--- config.mk ---
export PLATFORM = sky130hd
export DESIGN_NAME = if_stage_flat
export DESIGN_NICKNAME = d
export VERILOG_FILES = /design/src/rtl/mips_pkg.sv /design/src/rtl/if_stage_if.sv /design/src/rtl/if_stage_hold_buffer.sv /design/src/rtl/if_stage.sv /design/src/flat_wrapper.sv
export SDC_FILE = /design/constraint.sdc
export NUM_CORES = 1
export LEC_CHECK = 0
export ABC_AREA = 0
export CORE_UTILIZATION = 58
export DETAILED_ROUTE_END_ITERATION = 8
export DONT_BUFFER_PORTS = 1
export GPL_TIMING_DRIVEN = 0
export PLACE_DENSITY = 0.76
export SLEW_MARGIN = 20
export SYNTH_ARGS = -nofsm -noshare
export SYNTH_HDL_FRONTEND = slang
export SYNTH_SLANG_ARGS = --single-unit
--- constraint.sdc ---
create_clock -name clk -period 2.1 [get_ports clk]
set_input_delay 0.42 -clock clk [delete_from_list [all_inputs] [get_ports clk]]
set_output_delay 0.42 -clock clk [all_outputs]
set_load 0.03 [all_outputs]
--- src/rtl/mips_pkg.sv ---
// Shared MIPS definitions: opcode/funct constants, the NOP word and the
// fetch-stage state encoding.
package mips_pkg;
   localparam logic [5:0] OP_TIPOR = 6'b000000;
   localparam logic [5:0] OP_J     = 6'b000010;
   localparam logic [5:0] OP_JAL   = 6'b000011;
   localparam logic [5:0] OP_BEQ   = 6'b000100;
   localparam logic [5:0] OP_BNE   = 6'b000101;
   localparam logic [5:0] OP_ADDI  = 6'b001000;
   localparam logic [5:0] OP_LW    = 6'b100011;
   localparam logic [5:0] OP_SW    = 6'b101011;
   localparam logic [5:0] OP_HALT  = 6'b111111;

   localparam logic [31:0] NOP_WORD = 32'h0000_0000;

   typedef enum logic [1:0] {
      FS_REQ    = 2'b00,
      FS_DRAIN  = 2'b01,
      FS_HALTED = 2'b10
   } fetch_state_e;
endpackage

--- src/rtl/if_stage_if.sv ---
// Instruction-memory request/ack channel between the fetch stage and imem.
interface if_stage_if #(parameter int ADDR_W = 32);
   logic              ImemReq;
   logic [ADDR_W-1:0] ImemAddr;
   logic              ImemAck;
   logic [31:0]       ImemData;

   modport master (output ImemReq, ImemAddr, input ImemAck, ImemData);
   modport slave  (input ImemReq, ImemAddr, output ImemAck, ImemData);
endinterface

--- src/rtl/if_stage_hold_buffer.sv ---
// One-entry {instr, pcplus4} skid buffer that catches a fetch arriving
// while ID is stalled.
module if_hold_buffer #(
   parameter int ADDR_W = 32
) (
   input  logic              clk,
   input  logic              reset_n,
   input  logic              load,
   input  logic              unload,
   input  logic              clear,
   input  logic [31:0]       in_instr,
   input  logic [ADDR_W-1:0] in_pcplus4,
   output logic              valid,
   output logic [31:0]       instr,
   output logic [ADDR_W-1:0] pcplus4
);
   logic              valid_q, valid_d;
   logic [31:0]       instr_q, instr_d;
   logic [ADDR_W-1:0] pcplus4_q, pcplus4_d;

   always_comb begin
      valid_d   = valid_q;
      instr_d   = instr_q;
      pcplus4_d = pcplus4_q;
      // clear wins so a redirect always kills a buffered wrong-path word
      if (clear) begin
         valid_d = 1'b0;
      end else if (load) begin
         valid_d   = 1'b1;
         instr_d   = in_instr;
         pcplus4_d = in_pcplus4;
      end else if (unload) begin
         valid_d = 1'b0;
      end
   end

   always_ff @(posedge clk) begin
      if (!reset_n) begin
         valid_q   <= 1'b0;
         instr_q   <= '0;
         pcplus4_q <= '0;
      end else begin
         valid_q   <= valid_d;
         instr_q   <= instr_d;
         pcplus4_q <= pcplus4_d;
      end
   end

   assign valid   = valid_q;
   assign instr   = instr_q;
   assign pcplus4 = pcplus4_q;
endmodule

--- src/rtl/if_stage.sv ---
// Instruction fetch stage with IF/ID register: PC, imem handshake,
// redirect/drain handling, stall hold buffer and halt.
module if_stage
   import mips_pkg::*;
#(
   parameter int                ADDR_W   = 32,
   parameter logic [ADDR_W-1:0] RESET_PC = '0
) (
   input  logic              clk,
   input  logic              reset_n,
   input  logic              Stall,
   input  logic              BranchTaken,
   input  logic [ADDR_W-1:0] BranchTarget,
   input  logic              Jump,
   input  logic [ADDR_W-1:0] JumpTarget,
   input  logic              Halt,
   if_stage_if.master        imem,
   output logic [31:0]       IfId_Instr,
   output logic [ADDR_W-1:0] IfId_PCPlus4,
   output logic              IfId_Valid,
   output logic              Halted
);
   fetch_state_e      state_q, state_d;
   logic [ADDR_W-1:0] pc_q, pc_d;
   logic [ADDR_W-1:0] pend_pc_q, pend_pc_d;
   logic              drain_halt_q, drain_halt_d;
   logic [31:0]       ifid_instr_q, ifid_instr_d;
   logic [ADDR_W-1:0] ifid_pcplus4_q, ifid_pcplus4_d;
   logic              ifid_valid_q, ifid_valid_d;

   logic              hold_load, hold_unload, hold_clear, hold_valid;
   logic [31:0]       hold_instr;
   logic [ADDR_W-1:0] hold_pcplus4;

   logic              redirect, imem_req, ack_ok;
   logic [ADDR_W-1:0] target, pc_plus4;

   assign redirect = BranchTaken | Jump;
   assign target   = BranchTaken ? BranchTarget : JumpTarget;
   assign pc_plus4 = pc_q + ADDR_W'(4);
   assign imem_req = reset_n && ((state_q == FS_DRAIN) ||
                                 (state_q == FS_REQ && !hold_valid));
   // an ack only counts against a live request; stray acks are ignored
   assign ack_ok   = imem.ImemAck && imem_req;

   if_hold_buffer #(.ADDR_W(ADDR_W)) u_hold (
      .clk        (clk),
      .reset_n    (reset_n),
      .load       (hold_load),
      .unload     (hold_unload),
      .clear      (hold_clear),
      .in_instr   (imem.ImemData),
      .in_pcplus4 (pc_plus4),
      .valid      (hold_valid),
      .instr      (hold_instr),
      .pcplus4    (hold_pcplus4)
   );

   always_comb begin
      state_d        = state_q;
      pc_d           = pc_q;
      pend_pc_d      = pend_pc_q;
      drain_halt_d   = drain_halt_q;
      ifid_instr_d   = ifid_instr_q;
      ifid_pcplus4_d = ifid_pcplus4_q;
      ifid_valid_d   = ifid_valid_q;
      hold_load      = 1'b0;
      hold_unload    = 1'b0;
      hold_clear     = 1'b0;
      case (state_q)
         FS_REQ: begin
            if (redirect) begin
               ifid_valid_d = 1'b0;
               ifid_instr_d = NOP_WORD;
               hold_clear   = 1'b1;
               if (imem_req && !imem.ImemAck) begin
                  pend_pc_d    = target;
                  drain_halt_d = 1'b0;
                  state_d      = FS_DRAIN;
               end else begin
                  pc_d = target;
               end
            end else if (Halt) begin
               ifid_valid_d = 1'b0;
               ifid_instr_d = NOP_WORD;
               hold_clear   = 1'b1;
               if (imem_req && !imem.ImemAck) begin
                  drain_halt_d = 1'b1;
                  state_d      = FS_DRAIN;
               end else begin
                  state_d = FS_HALTED;
               end
            end else if (ack_ok) begin
               pc_d = pc_plus4;
               if (Stall) begin
                  hold_load = 1'b1;
               end else begin
                  ifid_instr_d   = imem.ImemData;
                  ifid_pcplus4_d = pc_plus4;
                  ifid_valid_d   = 1'b1;
               end
            end else if (!Stall) begin
               if (hold_valid) begin
                  ifid_instr_d   = hold_instr;
                  ifid_pcplus4_d = hold_pcplus4;
                  ifid_valid_d   = 1'b1;
                  hold_unload    = 1'b1;
               end else begin
                  ifid_valid_d = 1'b0;
               end
            end
         end
         FS_DRAIN: begin
            // address stays at pc_q until the old request is acked
            ifid_valid_d = 1'b0;
            ifid_instr_d = NOP_WORD;
            if (redirect) begin
               pend_pc_d    = target;
               drain_halt_d = 1'b0;
               if (imem.ImemAck) begin
                  pc_d    = target;
                  state_d = FS_REQ;
               end
            end else if (imem.ImemAck) begin
               if (drain_halt_q) begin
                  state_d = FS_HALTED;
               end else begin
                  pc_d    = pend_pc_q;
                  state_d = FS_REQ;
               end
            end
         end
         FS_HALTED: begin
            ifid_valid_d = 1'b0;
            ifid_instr_d = NOP_WORD;
         end
         default: state_d = FS_REQ;
      endcase
   end

   always_ff @(posedge clk) begin
      if (!reset_n) begin
         state_q        <= FS_REQ;
         pc_q           <= RESET_PC;
         pend_pc_q      <= RESET_PC;
         drain_halt_q   <= 1'b0;
         ifid_instr_q   <= NOP_WORD;
         ifid_pcplus4_q <= '0;
         ifid_valid_q   <= 1'b0;
      end else begin
         state_q        <= state_d;
         pc_q           <= pc_d;
         pend_pc_q      <= pend_pc_d;
         drain_halt_q   <= drain_halt_d;
         ifid_instr_q   <= ifid_instr_d;
         ifid_pcplus4_q <= ifid_pcplus4_d;
         ifid_valid_q   <= ifid_valid_d;
      end
   end

   assign imem.ImemReq  = imem_req;
   assign imem.ImemAddr = pc_q;
   assign IfId_Instr    = ifid_instr_q;
   assign IfId_PCPlus4  = ifid_pcplus4_q;
   assign IfId_Valid    = ifid_valid_q;
   assign Halted        = (state_q == FS_HALTED);
endmodule

--- src/flat_wrapper.sv ---
// flat-port wrapper written by rule: the top's interface ports become plain ports
module if_stage_flat import mips_pkg::*;
#(
   parameter int                ADDR_W   = 32,
   parameter logic [ADDR_W-1:0] RESET_PC = '0
)
  (clk, reset_n, Stall, BranchTaken, BranchTarget, Jump, JumpTarget, Halt, IfId_Instr, IfId_PCPlus4, IfId_Valid, Halted, imem_ImemReq, imem_ImemAddr, imem_ImemAck, imem_ImemData);
  if_stage_if #(.ADDR_W(ADDR_W)) imem_i ();
  input  logic clk;
  input  logic reset_n;
  input  logic Stall;
  input  logic BranchTaken;
  input  logic [ADDR_W-1:0] BranchTarget;
  input  logic Jump;
  input  logic [ADDR_W-1:0] JumpTarget;
  input  logic Halt;
  output logic [31:0] IfId_Instr;
  output logic [ADDR_W-1:0] IfId_PCPlus4;
  output logic IfId_Valid;
  output logic Halted;
  output wire logic [$bits(imem_i.ImemReq)-1:0] imem_ImemReq;
  output wire logic [$bits(imem_i.ImemAddr)-1:0] imem_ImemAddr;
  input wire logic [$bits(imem_i.ImemAck)-1:0] imem_ImemAck;
  input wire logic [$bits(imem_i.ImemData)-1:0] imem_ImemData;
  assign imem_ImemReq = imem_i.ImemReq;
  assign imem_ImemAddr = imem_i.ImemAddr;
  assign imem_i.ImemAck = imem_ImemAck;
  assign imem_i.ImemData = imem_ImemData;
  if_stage #(.ADDR_W(ADDR_W), .RESET_PC(RESET_PC)) u_core (.clk(clk), .reset_n(reset_n), .Stall(Stall), .BranchTaken(BranchTaken), .BranchTarget(BranchTarget), .Jump(Jump), .JumpTarget(JumpTarget), .Halt(Halt), .imem(imem_i), .IfId_Instr(IfId_Instr), .IfId_PCPlus4(IfId_PCPlus4), .IfId_Valid(IfId_Valid), .Halted(Halted));
endmodule
# == Yosys cells after proc, flatten, opt, wreduce, memory -nomap -nowiden ==
# Index checks and enable logic that the tools add are counted.
# word_totals
n_memories,0
ram_bits,0
rom_bits,0
inputBits,103
regBits,197
word_cells,116
latch_bits,0
output_inout_bits,99
# classes
shift,0
reduce_logical,22
n_mux,62
eq_ne,14
order_cmp,0
bitwise_logic,7
div,0
addsub,1
n_mul,0
# ops
operator,n
2-to-1 mux 32 bit,22
one-hot mux 32 bit (2 select lines),3
"adder 32 x 3 -> 32 bit, second input constant",1
2-to-1 mux 1 bit,26
2-to-1 mux 2 bit,8
AND reduction 4 bit,3
"!= test 3 bit, second input constant",3
nonzero test 2 bit,4
"!= test 3 x 2 -> 1 bit, second input constant",2
NOT 1 bit,6
one-hot mux 2 bit (3 select lines),1
AND reduction 6 bit,1
"!= test 5 x 3 -> 1 bit, second input constant",1
AND reduction 5 bit,1
logical AND 1 bit,4
"!= test 2 x 1 -> 1 bit, second input constant",2
"!= test 2 bit, second input constant",2
"!= test 4 x 3 -> 1 bit, second input constant",1
one-hot mux 1 bit (2 select lines),2
AND reduction 2 bit,2
OR reduction 2 bit,2
"!= test 3 x 1 -> 1 bit, second input constant",1
AND reduction 3 bit,1
"== test 2 x 1 -> 1 bit, second input constant",1
5 further kinds,6

# == Logic depth before layout (Yosys ltp) ==
# Gate-level depths: netlist (run 1).
# logic_depth
ltp_word,11
ltp_mapped,11
depth_no_buf,8

# == By module ==
# From an unflattened synthesis (run 1), not the netlist that was laid out.
# unflattened
hier_cells,1116
area_unflattened_um2,9851.9
# by_module_without_submodules
mod,area_per_inst_um2,seq_area_each_um2,instances,cells_each
if_stage,7181.9,2642.5,1,834
if_hold_buffer,2670.1,1301.2,1,282

# == Worst setup path after synthesis (run 1) ==
# No wires, ideal clock.
# synth_path
kind,register to register
startpoint,register u_core.pc_q[2] (netlist: u_core.imem.ImemAddr[2])
endpoint,register u_core.ifid_pcplus4_q[18] (netlist: u_core.IfId_PCPlus4[18])
required_time_ps,2029
slack_ps,-54
synth_period_minus_slack_ps,2154
n_path_buf,2
t_arrival_ps,2083
stages_incl_launch_ff,9
setup_time_ps,71
path_cell_list,dfxtp_1 ha_1 clkbuf_1 and4_1 buf_2 nand4_1 xor2_1 a211o_1 a21oi_1
# synth_via
elab_chain_cells,3
# synth_rtl
item,line_no,rtl
start: declaration,if_stage.sv:24,"logic [ADDR_W-1:0] pc_q, pc_d;"
start signal: assignment,if_stage.sv:152,pc_q <= pc_d;
adder 32 x 3 -> 32 bit,if_stage.sv:40,assign pc_plus4 = pc_q + ADDR_W'(4);
2-to-1 mux 32 bit,if_stage.sv:95,if (Stall) begin
2-to-1 mux 32 bit,if_stage.sv:93,end else if (ack_ok) begin
end signal: assignment,if_stage.sv:156,ifid_pcplus4_q <= ifid_pcplus4_d;
end: declaration,if_stage.sv:28,"logic [ADDR_W-1:0] ifid_pcplus4_q, ifid_pcplus4_d;"
# Every way passes these cells. The select of a mux whose other input is x is not followed.
# A chain may end at the register's enable or synchronous reset.

# == Worst setup path in the final report (run 1) ==
# layout_path
startpoint,register u_core.state_q[0]
endpoint,register u_core.pc_q[29] (netlist: u_core.imem.ImemAddr[29])
# layout_via
elab_chain_cells,7
elab_cells_between_ends,15
cone_classes,eq/ne: 6; mux: 1; reduce/logical: 8
# layout_rtl
item,line_no,rtl
start: declaration,if_stage.sv:23,"fetch_state_e state_q, state_d;"
start signal: assignment,if_stage.sv:151,state_q <= state_d;
zero test 2 bit,"if_stage.sv:42, if_stage.sv:70",
logical AND 1 bit,if_stage.sv:42,(state_q == FS_REQ && !hold_valid));
logical OR 1 bit,if_stage.sv:41,assign imem_req = reset_n && ((state_q == FS_DRAIN) ||
logical AND 1 bit,if_stage.sv:41,
"logical AND 1 bit, on equally long branches","if_stage.sv:44, if_stage.sv:76",
!= test 3 x 1 -> 1 bit (no source line) or != test 3 bit (tied branches),--,
AND reduction 6 bit (no source line),--,
# Parallel ways exist; a longest one is shown, timed or not.

==> summary.txt, run 1 <==
Clock network
  • Sink Count: 197
  • CTS Buf Count: 17
  • CTS tree: built
  • Root buffer cell: clkbuf_16
  • Clock-pin slew on the worst setup and hold paths: roughly 0.080 ns
  • CTS H-tree depth: 4
  • Skew-Pair Late Insertion Delay: between 0.4 and 0.5 ns
  • Longest Clk Path Bufs: 2

Worst hold path
  • Hold path depth: 2
  • Hold Crit Class: primary input to flop
  • Endpoint, Worst Hold: u_core.u_hold.instr[24]$_SDFFE_PN0P_
  • HP Start: imem_ImemData[24]

Placed design
  • PortBufs: 0
  • Placed insts: 1,415
  • Dpl ws: -0.5081 ns
  • Post-DP HPWL: 23,040 um
  • Placer Congestion: 0.9617

Cells and area
  • Number of fill cells: between 1,000 and 1,500
  • Syn-to-layout area delta: 17.36%
  • Nets: 1,345
  • Final cell count without fillers: 1,466
  • ANT cells: 0
  • Most frequent cells in the layout: 172 x dfxtp_1, 157 x nand2_1, 128 x nor2_1, 125 x a21oi_1, 53 x nand3_1
  • Share of layout cells above drive strength 1: 0.1712
  • Final core occ: 0.7027
  • FF+latch area: 0.004005 mm^2
  • Area taken by multi-input logic gates: 0.005475 mm^2
  • Commonest non-fill, non-tap cell in the layout: dfxtp_1

Detailed routing
  • Vias: approximately 9,500
  • TritonRoute pass-1 iters: 6
  • Routed WL: 32,530 um
  • Detail Route Antenna Nets: 0
  • DRC viols: 0
  • DRT iter0 DRCs: 1,047
  • Vias per inst: around 6.5
  • DR WL/cell: between 20 and 25 um

Worst setup path
  • CP Capture Type: flop
  • Startpoint types: flop
  • Reg2reg start: u_core.state_q[0]$_SDFFE_PN0P_
  • Delay-heaviest family, CP: buffers and inverters
  • Worst path arrival time: between 2 and 2.5 ns
  • Worst path bufs/invs: 5
  • Worst reg2reg setup slack: -0.06 ns
  • Worst EP required: roughly 2.4 ns
  • Setup CP Type: flop to flop
  • Worst path cell trace: inv_4 -> ha_4 -> buf_4 -> clkinvlp_4 -> nor2_4 -> a31oi_2 -> a21o_1 -> buf_6 -> buf_4 -> a21oi_1 -> o22ai_2
  • Slowest-stage cell, CP: dfxtp_4
  • Crit-path max cell delay: 0.37 ns
  • FF-to-FF End: u_core.imem.ImemAddr[29]$_SDFFE_PN0P_
  • Cell mode on critical path: buf_4
  • Worst reg2reg path depth: 11
  • CP max FO: 10
  • Critical path origin: u_core.state_q[0]$_SDFFE_PN0P_

Timing
  • Skew final: 0.01146 ns
  • Final setup fails: 16
  • Tmin final: around 2.2 ns
  • Final period utilization: 1.028
  • Worst slew pin tran: 0.9009 ns
  • Final Hold Fails: 0
  • Slew Limit Fails: 0
  • Final hold slack: 0.1066 ns
  • Setup TNS: -0.4350 ns
  • PnR worst setup slack: -0.05897 ns
  • Max Clk Rate: between 400 and 500 MHz
  • Max_slew headroom: 0.3994
  • RSZ-0062 raised after global routing: true

Synth
  • Yosys top cell by area: dfxtp_1
  • Syn Nets: 1,307
  • Syn Std Cell Area: 0.009580 mm^2
  • Largest cells by area after synthesis: dfxtp_1 41%, a21oi_1 6.7%, nand2_1 6.2%
  • Post-synth top area share: 0.4116
  • Post-synthesis cell type count: 60
  • Post-synth EDFFs: 0
  • Seq cells post-synth: a little under 200
  • Yosys Warn Count: 0
  • Seq/Total Area, Yosys: 0.4116
  • Ys async rst share: 0
  • Post-Synthesis Cells: around 1,200
  • Ys flop type: dfxtp_1
  • Syn avg cell area: 7.990 um^2

Global route
  • Grt ovf: 0
  • GRT busiest layer: met2
  • Number of global-route vias before repair: 8,592
  • Antenna violations before repair: 0
  • Grt met1 use: 0.4583
  • First-pass GRT wire length: 47,690 um
  • Total track usage: 0.3698
  • Largest net degree at the start of global routing: 19
  • GR Layer Usage met2: 0.6004
  • Met3 usage: 0.09976

Die
  • I/O Pins: 202
  • Die footprint: 0.01704 mm^2
  • Core area: 0.01600 mm^2
  • Die Wd: 130.5 um
  • Initial Util: 0.5988
  • Chip Height: 130.5 um
  • # rows: between 40 and 50

Power and ir drop
  • Leakage: 3.835 nW
  • Max IR drop VDD: 0.8064 mV
  • PD cells: roughly 1100 mW/mm^2

Run status
  • Status: finished with violations
  • Failing checks: setup timing

Flow run
  • Max cap viols: 0
per-layer routing:
layer,share of wire,routed length (um)
met1,0.38,12280
met2,0.46,14980
met3,0.12,3805
met4,0.045,1463
met5,0,0
Yosys cell counts (3+ instances only):
library cell and n:
or3_1 3, a211o_1 10, and4_1 8, o31ai_1 35, a31oi_1 6, o22ai_1 9, and2_1 9, mux2i_1 51
a221oi_1 3, o21a_1 3, nor2_1 133, nor3b_1 3, dfxtp_1 197, nand2_1 159, xor2_1 14, o32ai_1 3
o21ai_0 51, a311oi_1 21, a21oi_1 128, nand3b_1 13, nand2b_1 18, nand3_1 55, clkbuf_1 62, ha_1 5
xnor2_1 14, o31a_1 4, o211ai_1 6, a31o_2 3, buf_4 6, and3_1 7, nor3_1 19, nand4_1 13
buf_1 13, a211oi_1 44, inv_1 5, o221ai_1 6, buf_2 33
how the worst max path moves through the flow:
stage	depth (start not counted)	slack [ns]	end
after floorplan	9	0.02	u_core.imem.ImemAddr[21]$_SDFFE_PN0P_
after global placement	8	-0.52	u_core.imem.ImemAddr[21]$_SDFFE_PN0P_
after detailed placement	8	-0.51	u_core.imem.ImemAddr[21]$_SDFFE_PN0P_
after CTS	7	0.001	u_core.IfId_PCPlus4[26]$_SDFFE_PN0P_
after global routing	11	-0.17	u_core.imem.ImemAddr[27]$_SDFFE_PN0P_
final	11	-0.06	u_core.imem.ImemAddr[29]$_SDFFE_PN0P_
kinds of logic (layout without fill, tap and decap cells):
family,after synthesis,in the layout,share of synthesized area
simple gates,451,451,0.2168
compound gates,346,346,0.2319
flops,197,197,0.4116
buf+inv,121,172,0.05420
mux,51,51,0.05328
xor+xnor,28,28,0.02560
fa+ha+maj,5,5,0.006530
per-stage QoR:
stage | area [um^2] | total power (W)
finish | 11240 | 0.01243
global route | 11240 | 0.01282
CTS | 10780 | 0.01165
detailed placement | 9853 | 0.008008
global placement | 9853 | 0.007975
floorplan | 9583 | 0.007052
state kept, by name (all words and copies together), names as in the netlist:
name / flops
u_core.drain_halt_q: 1
u_core.state_q: 2
u_core.IfId_Valid: 1
u_core.u_hold.pcplus4: 32
u_core.pend_pc_q: 32
u_core.imem.ImemAddr: 32
u_core.u_hold.valid: 1
u_core.IfId_PCPlus4: 32
u_core.IfId_Instr: 32
u_core.u_hold.instr: 32
where the power goes:
part | switching (W) | total [W] | internal, W | leakage [nW]
Combinational | 0.00235 | 0.00396 | 0.00161 | 1.94
Sequential | 0.000958 | 0.00519 | 0.00423 | 1.61
Clock | 0.00157 | 0.00328 | 0.00171 | 0.281
worst register-to-register path: stages (launching register included):
cell        delay [ns]
dfxtp_4           0.37
inv_4             0.07
ha_4              0.15
buf_4             0.19
clkinvlp_4        0.20
nor2_4            0.18
a31oi_2           0.07
a21o_1            0.22
buf_6             0.16
buf_4             0.18
a21oi_1           0.16
o22ai_2           0.10
final cells by class:
class | instances | share of cell area
clock buffers | 19 | 0.03939
flip-flops and latches | 197 | 0.3562
plain buffers | 111 | 0.05965
repair buffers | 23 | 0.01858
multi-input cells | 881 | 0.4870
well taps | 216 | 0.02404
inverters | 6 | 0.003005
clock inverters | 13 | 0.01213
timing repair:
action,CTS,global route
pin swaps,5,18
setup buffers,8,11
gates resized for setup,106,116
setup endpoints to repair,197,142
hold buffers,0,0
gates cloned,0,4
No activity file was read; power rests on OpenSTA's default activity.
==> run 2, diff against run 1 <==
--- a/config.mk
+++ b/config.mk
@@ -6,10 +6,11 @@
 export NUM_CORES = 1
 export LEC_CHECK = 0
 export ABC_AREA = 0
+export CAP_MARGIN = 5
 export CORE_UTILIZATION = 58
 export DETAILED_ROUTE_END_ITERATION = 8
 export DONT_BUFFER_PORTS = 1
-export GPL_TIMING_DRIVEN = 0
+export GPL_TIMING_DRIVEN = 1
 export PLACE_DENSITY = 0.76
 export SLEW_MARGIN = 20
 export SYNTH_ARGS = -nofsm -noshare
==> run 2 against run 1 <==
Against the previous run: the flow now finishes without violations; first-iteration DRC count fell by 36%; clock skew fell by 0.0022 ns; wire length fell by 19%; register-to-register slack improved by 0.13 ns; critical path depth fell by 3; flip-flop and latch count did not move; core utilization fell by 2.6 points; clock power barely moved; cell count fell by 3.8%; combinational power rose by 2%; largest cell class unchanged; setup slack improved by 0.13 ns; sequential share of layout area rose by 0.87 points; critical path type unchanged.
==> summary.txt, run 2 (synthesis gave the netlist of run 1 again) <==
Run status
  • Status: completed

Timing
  • Max Clk Rate: 492.2 MHz (+6.3%)
  • Skew final: 0.009261 ns (-0.002197 ns)
  • Final Hold Fails: 0 (unchanged)
  • Worst slew pin tran: 0.5272 ns (-0.3737 ns)
  • Final period utilization: 0.9674 (-0.06065)
  • Slew Limit Fails: 0 (unchanged)
  • Tmin final: 2.032 ns (-0.1274 ns)
  • Final setup fails: 0 (-16)
  • Max_slew headroom: 0.6485 (+0.2492)
  • Final hold slack: 0.1063 ns (-0.0003040 ns)
  • Setup TNS: 0 ns (+0.4350 ns)

Clock network
  • Root buffer cell: clkbuf_16
  • Skew-Pair Late Insertion Delay: 0.44 ns (about the same)
  • Sink Count: 197 (unchanged)
  • Longest Clk Path Bufs: 2 (unchanged)
  • CTS H-tree depth: 4 (unchanged)
  • Clock-pin slew on the worst setup and hold paths: 0.08 ns (about the same)
  • CTS Buf Count: 17 (unchanged)
  • CTS tree: built

Die
  • Die Wd: 130.5 um (unchanged)
  • Core area: 0.01600 mm^2 (unchanged)
  • Die footprint: 0.01704 mm^2 (unchanged)
  • Chip Height: 130.5 um (unchanged)
  • # rows: 46 (unchanged)
  • Initial Util: 0.5988 (unchanged)
  • I/O Pins: 202 (unchanged)

Worst setup path
  • CP max FO: 10 (unchanged)
  • Worst path bufs/invs: 2 (-3)
  • Worst path cell trace: inv_2 -> ha_4 -> nand2b_4 -> a211o_1 -> a21o_1 -> a21o_1 -> buf_4 -> o32ai_1
  • Crit-path max cell delay: 0.34 ns (-0.03 ns)
  • Slowest-stage cell, CP: dfxtp_2
  • Worst path arrival time: 2.36 ns (-0.12 ns)
  • Setup CP Type: flop to flop
  • Delay-heaviest family, CP: compound AO/OA/AOI/OAI gates
  • Startpoint types: flop
  • Cell mode on critical path: a21o_1
  • CP Capture Type: flop
  • Worst EP required: 2.42 ns (about the same)

Power and ir drop
  • Net Sw Frac: 0.3719 (-0.02071)
  • Leakage: 3.708 nW (-3.3%)
  • Power Total: 0.01179 W (-5.1%)
  • P_int: 0.007406 W (-1.9%)
  • PD cells: 1090 mW/mm^2 (-1.4%)
  • Clock power share: 0.277 (+0.013)
  • Sequential group share of total power: 0.380 (-0.038)
  • Net Sw Power: 0.004386 W (-10%)
  • Comb pwr share: 0.343 (+0.024)
  • Max IR drop VDD: 0.6244 mV (-23%)

Cells and area
  • Commonest non-fill, non-tap cell in the layout: dfxtp_1
  • Share of layout cells above drive strength 1: 0.1238 (-0.04735)
  • ANT cells: 0 (unchanged)
  • Syn-to-layout area delta: 12.96%
  • Final cell count without fillers: 1,411 (-3.8%)
  • Most frequent cells in the layout: 193 x dfxtp_1, 158 x nand2_1, 131 x nor2_1, 127 x a21oi_1, 64 x buf_4
  • Nets: 1,291 (-4.0%)

Worst hold path
  • Hold Crit Class: primary input to flop

Detailed routing
  • DRT iter0 DRCs: 675 (-36%)
  • DR WL/cell: 18.60 um (-16%)
  • Vias per inst: 6.167 (-4.7%)
  • TritonRoute pass-1 iters: 5 (-1)
  • Routed WL: 26,250 um (-19%)
  • Detail Route Antenna Nets: 0 (unchanged)
  • DRC viols: 0 (unchanged)
  • Vias: 8,701 (-8.2%)

Global route
  • First-pass GRT wire length: 39,590 um (-17%)
  • Grt ovf: 0 (unchanged)
  • Total track usage: 0.2983 (-0.07151)
  • Number of global-route vias before repair: 7,804 (-9.2%)
  • Antenna violations before repair: 0 (unchanged)
  • Largest net degree at the start of global routing: 113 (+94)

Placed design
  • Placer Congestion: 0.8930 (-7.1%)
  • PortBufs: 0 (unchanged)
  • Placed insts: 1,378 (-2.6%)
  • Post-DP HPWL: 17,810 um (-23%)

Flow run
  • Max cap viols: 0 (unchanged)
## run 2: cell types whose count changed in the layout (fill, tap and decap cells not counted), sizes merged
cell | previous run | this run
clkinvlp | 3 | 1
buf | 71 | 79
clkbuf | 82 | 19
inv | 12 | 11
clkinv | 3 | 6
## run 2: layer usage
layer  part of all wire  routed length [um]  GRT usage  vias to the layer above
li1                   -                   -          -                     4256
met4              0.032                 844     0.1244                        0
met3              0.087                2284    0.09731                       52
met1               0.40               10460     0.3503                     4078
met5                  0                   0          0                        -
met2               0.48               12660     0.5002                      315
## run 2: final cells by class
| class | instances | area [um^2] |
|---|---|---|
| fill | 1352 | 5179 |
| sequential | 197 | 3949 |
| clock inverter | 13 | 145.1 |
| multi-input combinational | 881 | 5205 |
| inverter | 6 | 25.02 |
| clock buffer | 18 | 439.2 |
| tap | 216 | 270.3 |
| timing repair buffer | 80 | 788.3 |
## run 2: through the flow
step | setup WS, ns | area, um^2 | util
global route | -0.04790 | 10820 | 0.6763
detailed placement | -0.01169 | 10140 | 0.6338
finish | 0.06840 | 10820 | 0.6763
global placement | 0.05171 | 10140 | 0.6338
floorplan | 0.01762 | 9583 | -
CTS | 0.001007 | 10730 | 0.6708
## run 2: final timing paths
check | cells past startpoint | from | end | slack (ns)
max | 8 | u_core.state_q[1]$_SDFFE_PN0P_ | u_core.imem.ImemAddr[17]$_SDFFE_PN0P_ | 0.07
min | 2 | imem_ImemData[28] | u_core.u_hold.instr[28]$_SDFFE_PN0P_ | 0.11
max reg2reg | 8 | u_core.state_q[1]$_SDFFE_PN0P_ | u_core.imem.ImemAddr[17]$_SDFFE_PN0P_ | 0.07
min reg2reg | 2 | u_core.u_hold.instr[28]$_SDFFE_PN0P_ | u_core.u_hold.instr[28]$_SDFFE_PN0P_ | 0.45
## run 2: timing repair
| item | 4_1_cts | 5_1_grt |
|---|---|---|
| hold buffers | 0 | 0 |
| resized for setup | 0 | 22 |
| pin swaps | 1 | 5 |
| setup endpoints to repair | 6 | 142 |
| gates cloned | 0 | 1 |
| buffers inserted | 1 | 0 |
## run 2: worst register-to-register path, delay by kind of cell (launching register included)
family,cells,cell delay [ns]
buf+inv,2,0.28
flops,1,0.34
compound gates,4,1.05
fa+ha+maj,1,0.16
simple gates,1,0.08
## run 2: power by group through the flow
stage                     logic (W)  clock network [W]  registers [W]
after floorplan             0.00210                  0        0.00495
after global placement      0.00376                  0        0.00453
after detailed placement    0.00380                  0        0.00454
after CTS                   0.00382            0.00329        0.00446
after global routing        0.00433            0.00345        0.00452
final                       0.00404            0.00327        0.00448
